**src/rtl/spi_ram_ctrl.sv**
```systemverilog
// SPI RAM controller: decodes 10-bit SPI slave words into address/data
// commands against a single-port byte memory.
//   clk       single clock, rising edge
//   rst       synchronous active-high reset
//   din       [9:8] command, [7:0] payload (valid when rx_valid)
//   rx_valid  qualifies din
//   dout      read data for the SPI slave tx path (held between reads)
//   tx_valid  one-cycle pulse qualifying dout
//   err       one-cycle pulse for a rejected command
module spi_ram_ctrl #(
  parameter int unsigned MEM_DEPTH = 256,
  parameter int unsigned ADDR_SIZE = 8
) (
  input  logic       clk,
  input  logic       rst,
  input  logic [9:0] din,
  input  logic       rx_valid,
  output logic [7:0] dout,
  output logic       tx_valid,
  output logic       err
);

  localparam int unsigned DATA_W = 8;

  typedef enum logic [1:0] {
    CMD_WR_ADDR = 2'b00,
    CMD_WR_DATA = 2'b01,
    CMD_RD_ADDR = 2'b10,
    CMD_RD_DATA = 2'b11
  } cmd_e;

  logic [DATA_W-1:0]    mem [MEM_DEPTH];

  logic [ADDR_SIZE-1:0] wr_addr_q, wr_addr_d;
  logic [ADDR_SIZE-1:0] rd_addr_q, rd_addr_d;
  logic                 wr_ok_q, wr_ok_d;
  logic                 rd_ok_q, rd_ok_d;
  logic [DATA_W-1:0]    dout_q, dout_d;
  logic                 tx_valid_q, tx_valid_d;
  logic                 err_q, err_d;
  logic                 mem_we;
  cmd_e                 cmd;
  logic [DATA_W-1:0]    payload;
  logic                 addr_in_range;

  // Address increment with wrap at the top of the populated range.
  function automatic logic [ADDR_SIZE-1:0] addr_inc(input logic [ADDR_SIZE-1:0] a);
    if (32'(a) == MEM_DEPTH - 32'd1) return '0;
    return a + ADDR_SIZE'(1);
  endfunction

  // Command decode and next-state computation.
  always_comb begin
    cmd           = cmd_e'(din[9:8]);
    payload       = din[7:0];
    addr_in_range = (32'(payload) < MEM_DEPTH);
    wr_addr_d     = wr_addr_q;
    rd_addr_d     = rd_addr_q;
    wr_ok_d       = wr_ok_q;
    rd_ok_d       = rd_ok_q;
    dout_d        = dout_q;
    tx_valid_d    = 1'b0;
    err_d         = 1'b0;
    mem_we        = 1'b0;
    if (rx_valid) begin
      unique case (cmd)
        CMD_WR_ADDR: begin
          if (addr_in_range) begin
            wr_addr_d = ADDR_SIZE'(payload);
            wr_ok_d   = 1'b1;
          end else begin
            wr_ok_d = 1'b0;
            err_d   = 1'b1;
          end
        end
        CMD_WR_DATA: begin
          if (wr_ok_q) begin
            mem_we    = 1'b1;
            wr_addr_d = addr_inc(wr_addr_q);
          end else begin
            err_d = 1'b1;
          end
        end
        CMD_RD_ADDR: begin
          if (addr_in_range) begin
            rd_addr_d = ADDR_SIZE'(payload);
            rd_ok_d   = 1'b1;
          end else begin
            rd_ok_d = 1'b0;
            err_d   = 1'b1;
          end
        end
        CMD_RD_DATA: begin
          if (rd_ok_q) begin
            dout_d     = mem[rd_addr_q];
            tx_valid_d = 1'b1;
            rd_addr_d  = addr_inc(rd_addr_q);
          end else begin
            err_d = 1'b1;
          end
        end
        default: ;
      endcase
    end
  end

  // Control and output registers.
  always_ff @(posedge clk) begin
    if (rst) begin
      wr_addr_q  <= '0;
      rd_addr_q  <= '0;
      wr_ok_q    <= 1'b0;
      rd_ok_q    <= 1'b0;
      dout_q     <= '0;
      tx_valid_q <= 1'b0;
      err_q      <= 1'b0;
    end else begin
      wr_addr_q  <= wr_addr_d;
      rd_addr_q  <= rd_addr_d;
      wr_ok_q    <= wr_ok_d;
      rd_ok_q    <= rd_ok_d;
      dout_q     <= dout_d;
      tx_valid_q <= tx_valid_d;
      err_q      <= err_d;
    end
  end

  // Storage is deliberately not reset; contents survive rst.
  always_ff @(posedge clk) begin
    if (!rst && mem_we) mem[wr_addr_q] <= payload;
  end

  // Masking with rst kills a read response whose cycle coincides with reset.
  assign dout     = rst ? '0 : dout_q;
  assign tx_valid = tx_valid_q & ~rst;
  assign err      = err_q & ~rst;

endmodule

```
**config.mk**
```make
export PLATFORM = sky130hd
export DESIGN_NAME = spi_ram_ctrl
export DESIGN_NICKNAME = d
export VERILOG_FILES = /design/src/rtl/spi_ram_ctrl.sv
export SDC_FILE = /design/constraint.sdc
export NUM_CORES = 2
export LEC_CHECK = 0
export BUFFER_PORTS_ARGS = -buffer_cell sky130_fd_sc_hd__buf_2
export CAP_MARGIN = 30
export CORE_UTILIZATION = 57
export CTS_CLUSTER_DIAMETER = 200
export DETAILED_ROUTE_END_ITERATION = 12
export HOLD_SLACK_MARGIN = 0.03
export PLACE_DENSITY = 0.73
export SLEW_MARGIN = 0
export SYNTH_ARGS = -nofsm -noshare
export SYNTH_HDL_FRONTEND = slang
export SYNTH_SLANG_ARGS = --single-unit
```
**constraint.sdc**
```tcl
create_clock -name clk -period 2.65 [get_ports clk]
set_input_delay 0.3975 -clock clk [delete_from_list [all_inputs] [get_ports clk]]
set_output_delay 0.3975 -clock clk [all_outputs]
set_load 0.05 [all_outputs]
```
==> reports/results.ini <==
[critical_path]
end_kind=flop
r2r_end=dout_q[6]
cp-endpoint=dout_q[6]
critPathRequiredTime_ns=3.38
cpPeakStageDelay_ns=0.46
startpoint=rd_addr_q[0]
worst-r2r-cell-count=13
cp_max_fo=5
critPathSlowestCell=nor4_4
start_kind=flop
crit_family=simple AND/OR/NAND/NOR gates
criticalPathCategory=flop to flop
crit_arrival_ns=3.85
path_cells=buf_12 > buf_12 > buf_8 > buf_8 > and4b_2 > buf_4 > a22oi_1 > nand4_1 > nor4_4 > a211o_1 > a32oi_1 > buf_4 > o41ai_2
crit_cells=13
reg2reg_from=rd_addr_q[0]
rrSetupSlack_ns=-0.47
worst-path-buf-inv=6

[timing]
hold_viol=0
finalSetupViolCount=8
max_slew_margin=0.3880
grt_setup_unrepaired=true
worst_pin_slew_ns=0.9180
fin_worst_skew_ns=0.02417
fin_ws_ns=-0.4704
max_freq_ghz=0.3205
setup_tns_ns=-2.067
whs_ns=0.06953
period_needed_ns=3.120
drv_slew=0
period_share=1.177

[drt]
avgViaCountPerCell=6.484
wirelength_microns=213000
dr.pass1.iters=6
wl_per_cell_microns=30.78
vias=44860
remaining_drc_errors=0
ant_nets=0
drtIter0Drc=6504

[cts]
ctsHtreeMaxLevel=4
clockBufferDepth=3
cts_buffers=193
tritoncts=built
path_clk_slew_ns=0.06
clock-root-buffer=clkbuf_16
insertion_delay_ns=0.84
clock-sinks=2076

[synthesis]
synth.area.top_cells=edfxtp_1 (76%), mux4_2 (9.1%), mux2i_1 (5.1%)
ys_seq_area_frac=0.7625
yosys_warnings=0
synth_seq_cells=2076
synth_top_area_share=0.7557
postSynthAreaPerCell_sq_um=19.49
post_synth_num_cell_types=65
synth_area_sq_um=81380
synth-edff-count=2048
syn_inst=4175
yosys_most_used_dff=edfxtp_1
syn_nets=4193
yosys-top-cells-count=edfxtp_1 (2048), mux2i_1 (416), mux4_2 (330), nor2_1 (330), a22oi_1 (112)
async_flop_share=0
yosys.area.top_type=edfxtp_1
yosysMostFrequentCell=edfxtp_1

[floorplanning]
die_h_microns=379.9
core_area_sq_um=141600
rows=138
start_util=0.5748
die_width_microns=379.9
dieArea_sq_um=144300
num_io_pins=23

[final_layout]
final_nets=4884
design_area_sq_um=96940
drive_gt1_frac=0.3031
area_growth_pct=19.12

[global_routing]
antenna_found_initial=6
grt.total_usage=0.2934
grt_max_degree=106
grt_pass1_vias=44140
gr-total-overflow=0
grt_first_pass_wirelength_microns=303600

[place]
gp_congestion=0.9444
pre_cts_ws_ns=-0.7820
dp_hpwl_microns=131200
placed_cell_area_sq_um=88570
io_buffer_count=22

[worst_hold_path]
hold_path_depth=1
hp-class=input pin to flop
hold_start=din[2]

[run_status]
violations=negative setup slack
status=complete, but fails checks

[pwr]
p_seq_frac=0.536
pwr-share-comb=0.050
p_int_uw=53330
total_leakage_power_uw=0.03077
switching_share=0.2075
power_switching_uw=13960
vdd_drop_max_mv=0.7048
power.density_nw_per_um2=694.1
clkPwrFrac=0.413

[run]
cap_violations=0

-- per-stage QoR --
step,power [uW],util,std cells
floorplan,38390,-,4175
global placement,39720,0.6256,6502
detailed placement,39780,0.6256,6503
CTS,67340,0.6802,6906
global route,68810,0.6847,6918
finish,67290,0.6847,6919
-- sequential cells by signal, indices dropped and copies added, names as in the netlist --
name,cells
dout_q,8
err_q,1
mem,2048
rd_addr_q,8
rd_ok_q,1
tx_valid_q,1
wr_addr_q,8
wr_ok_q,1
-- power groups by stage --
| stage | clock network [uW] | registers [uW] | logic, uW |
|---|---|---|---|
| after global routing | 29200 | 36100 | 3530 |
| after global placement | 0 | 36800 | 2940 |
| after detailed placement | 0 | 36800 | 3000 |
| after CTS | 28000 | 36100 | 3280 |
| after floorplan | 0 | 36800 | 1610 |
| final | 27800 | 36100 | 3400 |
-- cell type report --
type	count	area (sq um)
antenna	1	2.502
tap	1890	2365
sequential	2076	62080
clock inverter	122	1229
fill	8538	44640
inverter	6	22.52
clock buffer	235	5115
timing repair buffer	754	7262
multi-input combinational	1835	18870
-- placed cells by master, fill, tap and decap left out, drive strengths merged, types with 17 or more instances in the layout --
master   Yosys  final
o221ai      32     32
bufinv       0     22
o22ai       71     71
nor3        29     29
dfxtp       28     28
a31oi       20     20
a21oi       65     65
nand2b      17     17
nand2       91     91
nor2b       25     25
edfxtp    2048   2048
o21ai       37     37
nand3       58     58
nor2       330    330
clkbuf     110    237
nand4       27     27
a22oi      112    112
clkinv       1     91
a211oi      19     19
mux4       330    330
mux2i      416    416
o21bai      17     17
a2111oi     25     25
buf        148    740
-- kinds of logic (layout without fill, tap and decap cells) --
kind of cell	after synthesis	after routing	share of synthesized area
other	0	1	0
muxes	748	748	0.1428
buffers and inverters	264	1117	0.01880
DFF	2076	2076	0.7625
AOI/OAI and AO/OA	461	461	0.04037
and+or+nand+nor	621	621	0.03475
adders and majority gates	5	5	0.0007687
-- layer usage --
layer / share of wire / track usage / wire (microns)
met1: 0.37 / 0.4059 / 77820
met5: 0.00013 / 0 / 27
met4: 0.043 / 0.1187 / 9071
met3: 0.11 / 0.05873 / 24010
met2: 0.48 / 0.4627 / 102000
-- worst min path at each step --
stage,to
final,mem[78][2]
after global routing,mem[78][2]
after CTS,rd_addr_q[2]
after detailed placement,wr_ok_q
after global placement,wr_ok_q
after floorplan,wr_ok_q
-- timing repair --
item,in CTS,in global routing
gates cloned,9,1
pin swaps,39,62
hold endpoints to repair,34,0
hold buffers,8,0
resized for setup,153,117
setup endpoints to repair,8,8
buffers inserted,36,16
No activity file was read; power rests on OpenSTA's default activity.
